**config.mk**
```make
export PLATFORM = sky130hd
export DESIGN_NAME = rx_data_store
export DESIGN_NICKNAME = d
export VERILOG_FILES = /design/src/rtl/rx_data_store_pkg.sv /design/src/rtl/rx_data_store.sv
export SDC_FILE = /design/constraint.sdc
export NUM_CORES = 1
export LEC_CHECK = 0
export ABC_CLOCK_PERIOD_IN_PS = 1800
export BUFFER_PORTS_ARGS = -buffer_cell sky130_fd_sc_hd__buf_2
export CELL_PAD_IN_SITES_DETAIL_PLACEMENT = 1
export CELL_PAD_IN_SITES_GLOBAL_PLACEMENT = 1
export CORE_AREA = 10 10 92 94
export CTS_CLUSTER_SIZE = 20
export DETAILED_ROUTE_END_ITERATION = 10
export DIE_AREA = 0 0 102 104
export PLACE_DENSITY = 0.6
export SYNTH_ARGS = -nofsm -noshare
export SYNTH_HDL_FRONTEND = slang
export SYNTH_SLANG_ARGS = --single-unit
```
**constraint.sdc**
```tcl
create_clock -name clk -period 1.8 [get_ports clk]
set_input_delay 0.18 -clock clk [delete_from_list [all_inputs] [get_ports clk]]
set_output_delay 0.18 -clock clk [all_outputs]
set_load 0.005 [all_outputs]
```
**src/rtl/rx_data_store_pkg.sv**
```systemverilog
// rx_data_store_pkg: shared FSM encoding and default widths for the rx/tx buffer sequencers
package rx_data_store_pkg;
  typedef enum logic [1:0] {
    IDLE = 2'd0,
    RECV = 2'd1,
    DONE = 2'd2
  } state_t;
  localparam int DEF_DATA_W = 8;
  localparam int DEF_ADDR_W = 16;
endpackage

```
**src/rtl/rx_data_store.sv**
```systemverilog
// rx_data_store: captures received UART bytes into an external RAM until the buffer is full
module rx_data_store
  import rx_data_store_pkg::*;
#(
  parameter int DATA_W = DEF_DATA_W,
  parameter int ADDR_W = DEF_ADDR_W
) (
  input  logic              clk,
  input  logic              rst,
  input  logic              start,
  input  logic              rx_done,
  input  logic [DATA_W-1:0] rx_data,
  output logic              wr_en,
  output logic [ADDR_W-1:0] wr_addr,
  output logic [DATA_W-1:0] wr_data,
  output logic              busy,
  output logic              fin,
  output logic              overrun
);
  state_t state, state_nx;
  logic [ADDR_W-1:0] cnt;
  logic last, accept, arm;
  assign last = &cnt;
  assign busy = state == RECV;
  // next state: start arms a run outside RECV; the byte landing on the top address ends it
  always_comb begin
    state_nx = state;
    accept = 1'b0;
    arm = 1'b0;
    if (state == RECV) begin
      accept = rx_done;
      state_nx = rx_done && last ? DONE : RECV;
    end else if (start) begin
      arm = 1'b1;
      state_nx = RECV;
    end
  end
  // state register
  always_ff @(posedge clk or posedge rst)
    if (rst) state <= IDLE;
    else state <= state_nx;
  // write port, address counter and status flags; counter saturates at the top address
  always_ff @(posedge clk or posedge rst)
    if (rst) begin
      cnt <= '0;
      wr_en <= 1'b0;
      wr_addr <= '0;
      wr_data <= '0;
      fin <= 1'b0;
      overrun <= 1'b0;
    end else begin
      wr_en <= accept;
      if (accept) begin
        wr_addr <= cnt;
        wr_data <= rx_data;
      end
      cnt <= arm ? '0 : accept && !last ? cnt + 1'b1 : cnt;
      fin <= arm ? 1'b0 : accept && last ? 1'b1 : fin;
      overrun <= arm ? 1'b0 : state == DONE && rx_done ? 1'b1 : overrun;
    end
endmodule

```
==> impl_metrics.py, run 1 <==
metrics = {
    "logic_synthesis": {
        "yosys_warnings": 0,
        "ys_seq_area_frac": 0.554,
        "syn-num-nets": 225,
        "synth_top_family_by_area": "simple AND/OR/NAND/NOR gates",
        "synth_xor_area_frac": 0.00431,
        "ys.flop_type": "dfrtp_1",
        "synth_fa_ha_area_frac": 0.00616,
        "async_flop_share": 1.00,
        "synth_cells": 212,
        "yosysUniqueCellTypes": 44,
        "syn_area_per_cell_um2": 9.58,
        "synth-simple-area-share": 0.270,
        "syn-cell-area_um2": 2030,
        "synth_edf_count": 0,
        "muxShareOfSynthArea": 0.00985,
        "synth_compound_area_frac": 0.125,
        "synth_seq_cells": 45,
    },
    "floorplanning": {
        "die_w_um": 102,
        "fp.dieH_um": 104,
        "core_um2": 6680,
        "pin_count": 40,
        "initial_core_util": 0.304,
        "die-area_um2": 10600,
        "placementRows": 30,
    },
    "power": {
        "leakage_nw": 1.31,
        "p_per_area_nw_per_um2": 924,
        "ir_worst_vdd_mv": 0.281,
    },
    "worst_hold_path": {
        "min_path_cells": 3,
        "min_from": "rx_data[0]",
        "worstHoldEndpoint": "wr_data[0]$_DFFE_PP0P_",
        "hold_path.class": "primary input to register",
    },
    "timing": {
        "setup_viol": 0,
        "final_max_slew_viol_count": 0,
        "relSlewSlack": 0.595,
        "finClkSkew_ns": 0.00483,
        "rsz0062_at_grt": "false",
        "fin_tns_setup_ns": 0,
        "worst_pin_slew_ns": 0.606,
        "fmax_mhz": 607,
        "hold_viol": 0,
        "fin_crit_sh": 0.916,
        "period_needed_ns": 1.65,
    },
    "global_route": {
        "use_met1": 0.146,
        "grt_pass1_vias": 1748,
        "track_usage": 0.105,
        "grt_max_degree": 29,
        "antenna_found_initial": 0,
        "use_met3": 0.0312,
        "gr-total-overflow": 0,
        "use_met2": 0.157,
        "grt_pass1_wl_mm": 9.19,
        "grt-busiest-layer": "met2",
    },
    "cts": {
        "cts_buffers": 5,
        "cts_sinks": 45,
        "clk_latency_ns": 0.29,
        "cts_max_path_buffers": 2,
        "root_buffer": "clkbuf_8",
        "path_clk_slew_ns": 0.08,
        "cts_tree": "built",
        "h-tree-depth": 2,
        "postCtsSetupBuffers": 0,
    },
    "finish": {
        "stdcell_count": 347,
        "layout_common_cells": "74 x nand2_1, 45 x dfrtp_1, 39 x buf_2",
        "drive_gt1_frac": 0.273,
        "area_delta_synth_final_pct": 25.5,
        "nFillCells": 808,
        "antenna_cells": 0,
        "layout_commonest_cell": "nand2_1",
        "fin_area_um2": 2550,
        "nNetsFinal": 280,
    },
    "setup_path": {
        "crit_type": "register to register",
        "start_kind": "register",
        "r2r_end": "cnt[12]$_DFFE_PP0P_",
        "timing.rr.start": "cnt[1]$_DFFE_PP0P_",
        "required_ns": 2.02,
        "rrSetupSlack_ns": 0.15,
        "reg2regPathDepth": 5,
        "arrival_ns": 1.87,
        "end_kind": "register",
        "critical_path.max_fanout": 5,
    },
    "routing": {
        "final_antenna_net_count": 0,
        "vias": 1702,
        "drc": 0,
        "wirelength_mm": 5.33,
        "wire_per_inst_um": 15.3,
        "drtIter0Drc": 80,
        "via_per_inst": 4.90,
        "firstDrtPassIters": 4,
    },
    "place": {
        "io_buffers": 39,
        "gp_congestion": 0.762,
        "hpwlAfterDp_mm": 3.93,
        "dpl_cell_area_um2": 2430,
        "dp_cells": 339,
    },
    "run_status": {
        "status": "finished, final reports clean",
    },
    "flow_run": {
        "maxCapViolations": 0,
    },
}
==> how the worst max path moves through the flow <==
stage                       start                  end  slack [ns]  cells after the start
6_report       cnt[1]$_DFFE_PP0P_  cnt[12]$_DFFE_PP0P_        0.15                      5
5_1_grt        cnt[1]$_DFFE_PP0P_  cnt[12]$_DFFE_PP0P_        0.02                      5
4_1_cts        cnt[1]$_DFFE_PP0P_      fin$_DFFE_PP0P_        0.08                      6
3_5_place_dp   cnt[1]$_DFFE_PP0P_      fin$_DFFE_PP0P_        0.11                      6
3_3_place_gp   cnt[1]$_DFFE_PP0P_  cnt[15]$_DFFE_PP0P_        0.13                      6
2_1_floorplan  cnt[0]$_DFFE_PP0P_  cnt[15]$_DFFE_PP0P_        0.18                      5
==> power by group <==
group          leakage (nW)  switching (mW)  internal [mW]
sequential            0.585           0.117           1.13
clock                0.0540           0.337          0.404
combinational         0.670           0.191          0.173
total                  1.31           0.644           1.71
==> through the flow <==
stage | total power [mW] | utilization | hold slack [ns] | setup WS, ns
6_report | 2.36 | 0.382 | 0.0727 | 0.152
5_1_grt | 2.53 | 0.382 | 0.0629 | 0.0185
4_1_cts | 2.41 | 0.381 | 0.0652 | 0.0813
3_5_place_dp | 1.64 | 0.363 | 0.306 | 0.108
3_3_place_gp | 1.64 | 0.363 | 0.303 | 0.134
2_1_floorplan | 1.44 | - | 0.262 | 0.178
==> cell type report <==
type	count	area, um^2	area share
clock buffers	5	68.8	0.0270
clock inverters	2	35.0	0.0137
inverters	8	30.0	0.0118
multi-input cells	151	852	0.334
flip-flops and latches	45	1130	0.442
well taps	80	100	0.0393
repair buffers	56	338	0.132
==> cells in the mapped netlist, types with 2 or more instances <==
cell type	n	area [um^2]
nor3b_1	2	15.0
a21oi_1	5	25.0
o31ai_1	3	22.5
o21ai_0	7	35.0
clkbuf_1	5	18.8
inv_1	8	30.0
o41ai_1	2	17.5
o311ai_0	5	43.8
nand2b_1	3	18.8
dfrtp_1	45	1130
nor3_1	5	25.0
nand3_1	6	30.0
buf_1	2	7.51
mux2i_1	2	20.0
o21a_1	3	22.5
o211ai_1	3	22.5
and3_1	2	12.5
nand2_1	74	278
nand4_1	5	31.3
==> critical path: stages (launching register included) <==
cell and delay (ns):
dfrtp_1 0.39, ha_2 0.23, and4_1 0.29, nand3_1 0.11, or3_2 0.42, a21oi_1 0.14
==> flip-flops by register name, summed over array words and instances, names as in the netlist <==
signal   flops
wr_en        1
fin          1
overrun      1
cnt         16
state        2
wr_data      8
wr_addr     16
==> cells by family (layout without fill, tap and decap cells) <==
kind of cell | Yosys count | in the layout
and+or+nand+nor | 111 | 111
xor gates and xnor gates | 1 | 1
buffers and inverters | 16 | 71
DFF | 45 | 45
muxes | 2 | 2
AOI/OAI and AO/OA | 36 | 36
adders and majority gates | 1 | 1
==> routing by layer <==
metal,share of wire,up-vias
li1,-,847
met1,0.48,824
met2,0.46,26
met3,0.050,5
met4,0.0068,0
met5,0,-
==> what timing repair did <==
action,in CTS,in global routing
endpoints found under the hold margin,27,0
gates resized for setup,0,2
hold buffers,1,0
setup endpoints to repair,0,10
No activity file was read; power rests on OpenSTA's default activity.
==> run 2: changes to the inputs <==
Settings changed: ABC_AREA set to 1, CORE_AREA 10 10 92 94 to 10 10 88 90, DIE_AREA 0 0 102 104 to 0 0 98 100, PLACE_DENSITY 0.6 to 0.7.
==> run 2 against run 1 <==
Compared with the run above: hold slack worse by 0.0024 ns; wire length is 4.2% higher; total power is 8.2% higher; sequential power hardly changed; cell area is 1.9% higher; final cell count is 10% higher; utilization is 4.2 points higher; worst setup slack better by 0.084 ns; largest cell class unchanged.
==> impl_metrics.py, run 2 <==
metrics = {
    "routing": {
        "routed-wl-met2_mm": 2.68,
        "drtIter0Drc": 62,
        "wire_per_inst_um": 14.5,
        "wl_met1_mm": 2.42,
        "final_antenna_net_count": 0,
        "met3_length_um": 362,
        "vias": 1851,
        "via_per_inst": 4.83,
        "wirelength_mm": 5.55,
        "firstDrtPassIters": 4,
        "top_layer": "met4",
        "drc": 0,
    },
    "logic_synthesis": {
        "ys_seq_area_frac": 0.519,
        "syn-cell-area_um2": 2170,
        "ys.flop_type": "dfrtp_1",
        "post-synth-top-area-cell": "dfrtp_1",
        "yosysUniqueCellTypes": 24,
        "yosys_warnings": 0,
        "synth_common_cells": "95 x nand2_1, 45 x dfrtp_1, 25 x inv_1",
        "async_flop_share": 1.00,
        "synth_cells": 260,
        "synth.area.top_cells": "dfrtp_1 52%, nand2_1 16%, o21ai_0 4.6%, inv_1 4.3%, nand3_1 2.8%",
        "syn_area_per_cell_um2": 8.34,
        "synth_edf_count": 0,
        "synth_seq_cells": 45,
        "yosys.area.top_type_share": 0.519,
        "syn-num-nets": 273,
        "synth_most_common_cell": "nand2_1",
    },
    "timing": {
        "final_max_slew_viol_count": 0,
        "period_needed_ns": 1.56,
        "relSlewSlack": 0.650,
        "rsz0062_at_grt": "false",
        "setup_viol": 0,
        "fin_crit_sh": 0.869,
        "fin_tns_setup_ns": 0,
        "hold_viol": 0,
        "finClkSkew_ns": 0.00580,
        "worst_pin_slew_ns": 0.525,
        "fmax_mhz": 640,
        "fin_ws_ns": 0.236,
    },
    "cts": {
        "cts_tree": "built",
        "cts_max_path_buffers": 2,
        "cts_sinks": 45,
        "clk_latency_ns": 0.30,
        "path_clk_slew_ns": 0.09,
        "cts_resized": 0,
        "cts_buffers": 5,
        "root_buffer": "clkbuf_8",
        "h-tree-depth": 2,
    },
    "place": {
        "gp_congestion": 0.801,
        "io_buffers": 39,
        "pre_cts_slack_ns": 0.256,
        "dpl_cell_area_um2": 2470,
        "hpwlAfterDp_mm": 4.22,
    },
    "finish": {
        "fin_area_um2": 2600,
        "layout_common_cells": "95 x nand2_1, 45 x dfrtp_1, 39 x buf_2",
        "reg_top3": "cnt x16, wr_addr x16, wr_data x8",
        "antenna_cells": 0,
        "layout_commonest_cell": "nand2_1",
        "area_delta_synth_final_pct": 19.8,
        "nNetsFinal": 318,
        "post-route-util": 0.424,
        "drive_gt1_frac": 0.242,
    },
    "setup_path": {
        "r2r_end": "cnt[9]$_DFFE_PP0P_",
        "required_ns": 2.00,
        "critPathBufInv": 0,
        "cp_slowest_cell": "dfrtp_1",
        "critical-path-top-delay-family": "simple AND/OR/NAND/NOR gates",
        "timing.rr.start": "cnt[1]$_DFFE_PP0P_",
        "critPathMaxStageDelay_ns": 0.39,
        "critical_path.max_fanout": 10,
        "rrSetupSlack_ns": 0.24,
        "crit_type": "register to register",
        "end_kind": "register",
        "reg2regPathDepth": 8,
        "arrival_ns": 1.76,
        "start_kind": "register",
        "path_cells": "ha_1 -> nand2_2 -> nor2_4 -> nand2_4 -> o21ai_2 -> nand2_2 -> nand2_1 -> nand2_1",
    },
    "worst_hold_path": {
        "min_from": "rx_data[1]",
        "worstHoldEndpoint": "wr_data[1]$_DFFE_PP0P_",
        "min_path_cells": 3,
        "hold_path.class": "primary input to register",
    },
    "floorplanning": {
        "core_um2": 6130,
        "fp.dieH_um": 100,
        "placementRows": 29,
        "initial_core_util": 0.354,
        "die-area_um2": 9800,
        "pin_count": 40,
        "die_w_um": 98,
    },
    "power": {
        "ir_worst_vdd_mv": 0.466,
        "leakage_nw": 1.36,
        "p_per_area_nw_per_um2": 981,
        "total_power_mw": 2.55,
    },
    "global_route": {
        "grt_pass1_vias": 1991,
        "grt_pass1_wl_mm": 9.91,
        "gr-total-overflow": 0,
        "grt_max_degree": 41,
        "track_usage": 0.122,
        "antenna_found_initial": 0,
    },
    "flow_run": {
        "maxCapViolations": 0,
    },
    "run_status": {
        "status": "finished, final reports clean",
    },
}
[run 2: cell types whose count changed after synthesis, moves of 5 or more]
cell      change
inv_1        +17
o311ai_0      -5
nand3_1       +6
nand2_1      +21
o21ai_0      +13
o21ai_1       +9
nor2_1       +12
[run 2: through the flow]
| step | hold WS, ns | instances |
|---|---|---|
| 2_1_floorplan | 0.288 | 260 |
| 3_3_place_gp | 0.241 | 374 |
| 3_5_place_dp | 0.245 | 374 |
| 4_1_cts | 0.0647 | 383 |
| 5_1_grt | 0.0737 | 383 |
| 6_report | 0.0703 | 383 |
[run 2: cell type report]
type / instances / area [um^2]
tap: 77 / 96.3
timing repair buffer: 44 / 248
multi-input combinational: 182 / 906
clock buffer: 6 / 82.6
clock inverter: 2 / 37.5
fill: 765 / 3530
inverter: 27 / 101
sequential: 45 / 1130
[run 2: where the power goes]
| group | internal [mW] | leakage [nW] | switching, mW |
|---|---|---|---|
| Clock | 0.452 | 0.0574 | 0.355 |
| Sequential | 1.15 | 0.584 | 0.126 |
| Combinational | 0.189 | 0.717 | 0.275 |
| Total | 1.79 | 1.36 | 0.755 |
[run 2: timing repair]
item                      in CTS  in global routing
setup buffers                  0                  0
hold endpoints to repair      21                  0
hold buffers                   1                  0
[run 2: logic make-up (layout without fill, tap and decap cells)]
logic type | Yosys count | in the layout | share of synthesized area
and+or+nand+nor | 148 | 148 | 0.331
buffers and inverters | 33 | 79 | 0.0629
adders and majority gates | 1 | 1 | 0.00577
DFF | 45 | 45 | 0.519
AOI/OAI and AO/OA | 31 | 31 | 0.0733
xor gates and xnor gates | 2 | 2 | 0.00808
[run 2: worst max-delay path by stage]
stage	from	to	cells after the start
after floorplan	cnt[1]$_DFFE_PP0P_	cnt[12]$_DFFE_PP0P_	9
after global placement	cnt[0]$_DFFE_PP0P_	cnt[9]$_DFFE_PP0P_	9
after detailed placement	cnt[1]$_DFFE_PP0P_	cnt[9]$_DFFE_PP0P_	8
after CTS	cnt[1]$_DFFE_PP0P_	cnt[9]$_DFFE_PP0P_	8
after global routing	cnt[6]$_DFFE_PP0P_	cnt[7]$_DFFE_PP0P_	8
final	cnt[1]$_DFFE_PP0P_	cnt[9]$_DFFE_PP0P_	8
[run 2: metal layers]
| metal | global-route usage | vias to the layer above |
|---|---|---|
| li1 | - | 912 |
| met3 | 0.0426 | 7 |
| met4 | 0.0436 | 0 |
| met2 | 0.203 | 38 |
| met5 | 0 | - |
| met1 | 0.144 | 894 |
[run 2: worst min-delay path, cell delays in order]
cell and delay (ns):
buf_2 0.07, nand2_1 0.04, nand2_1 0.05
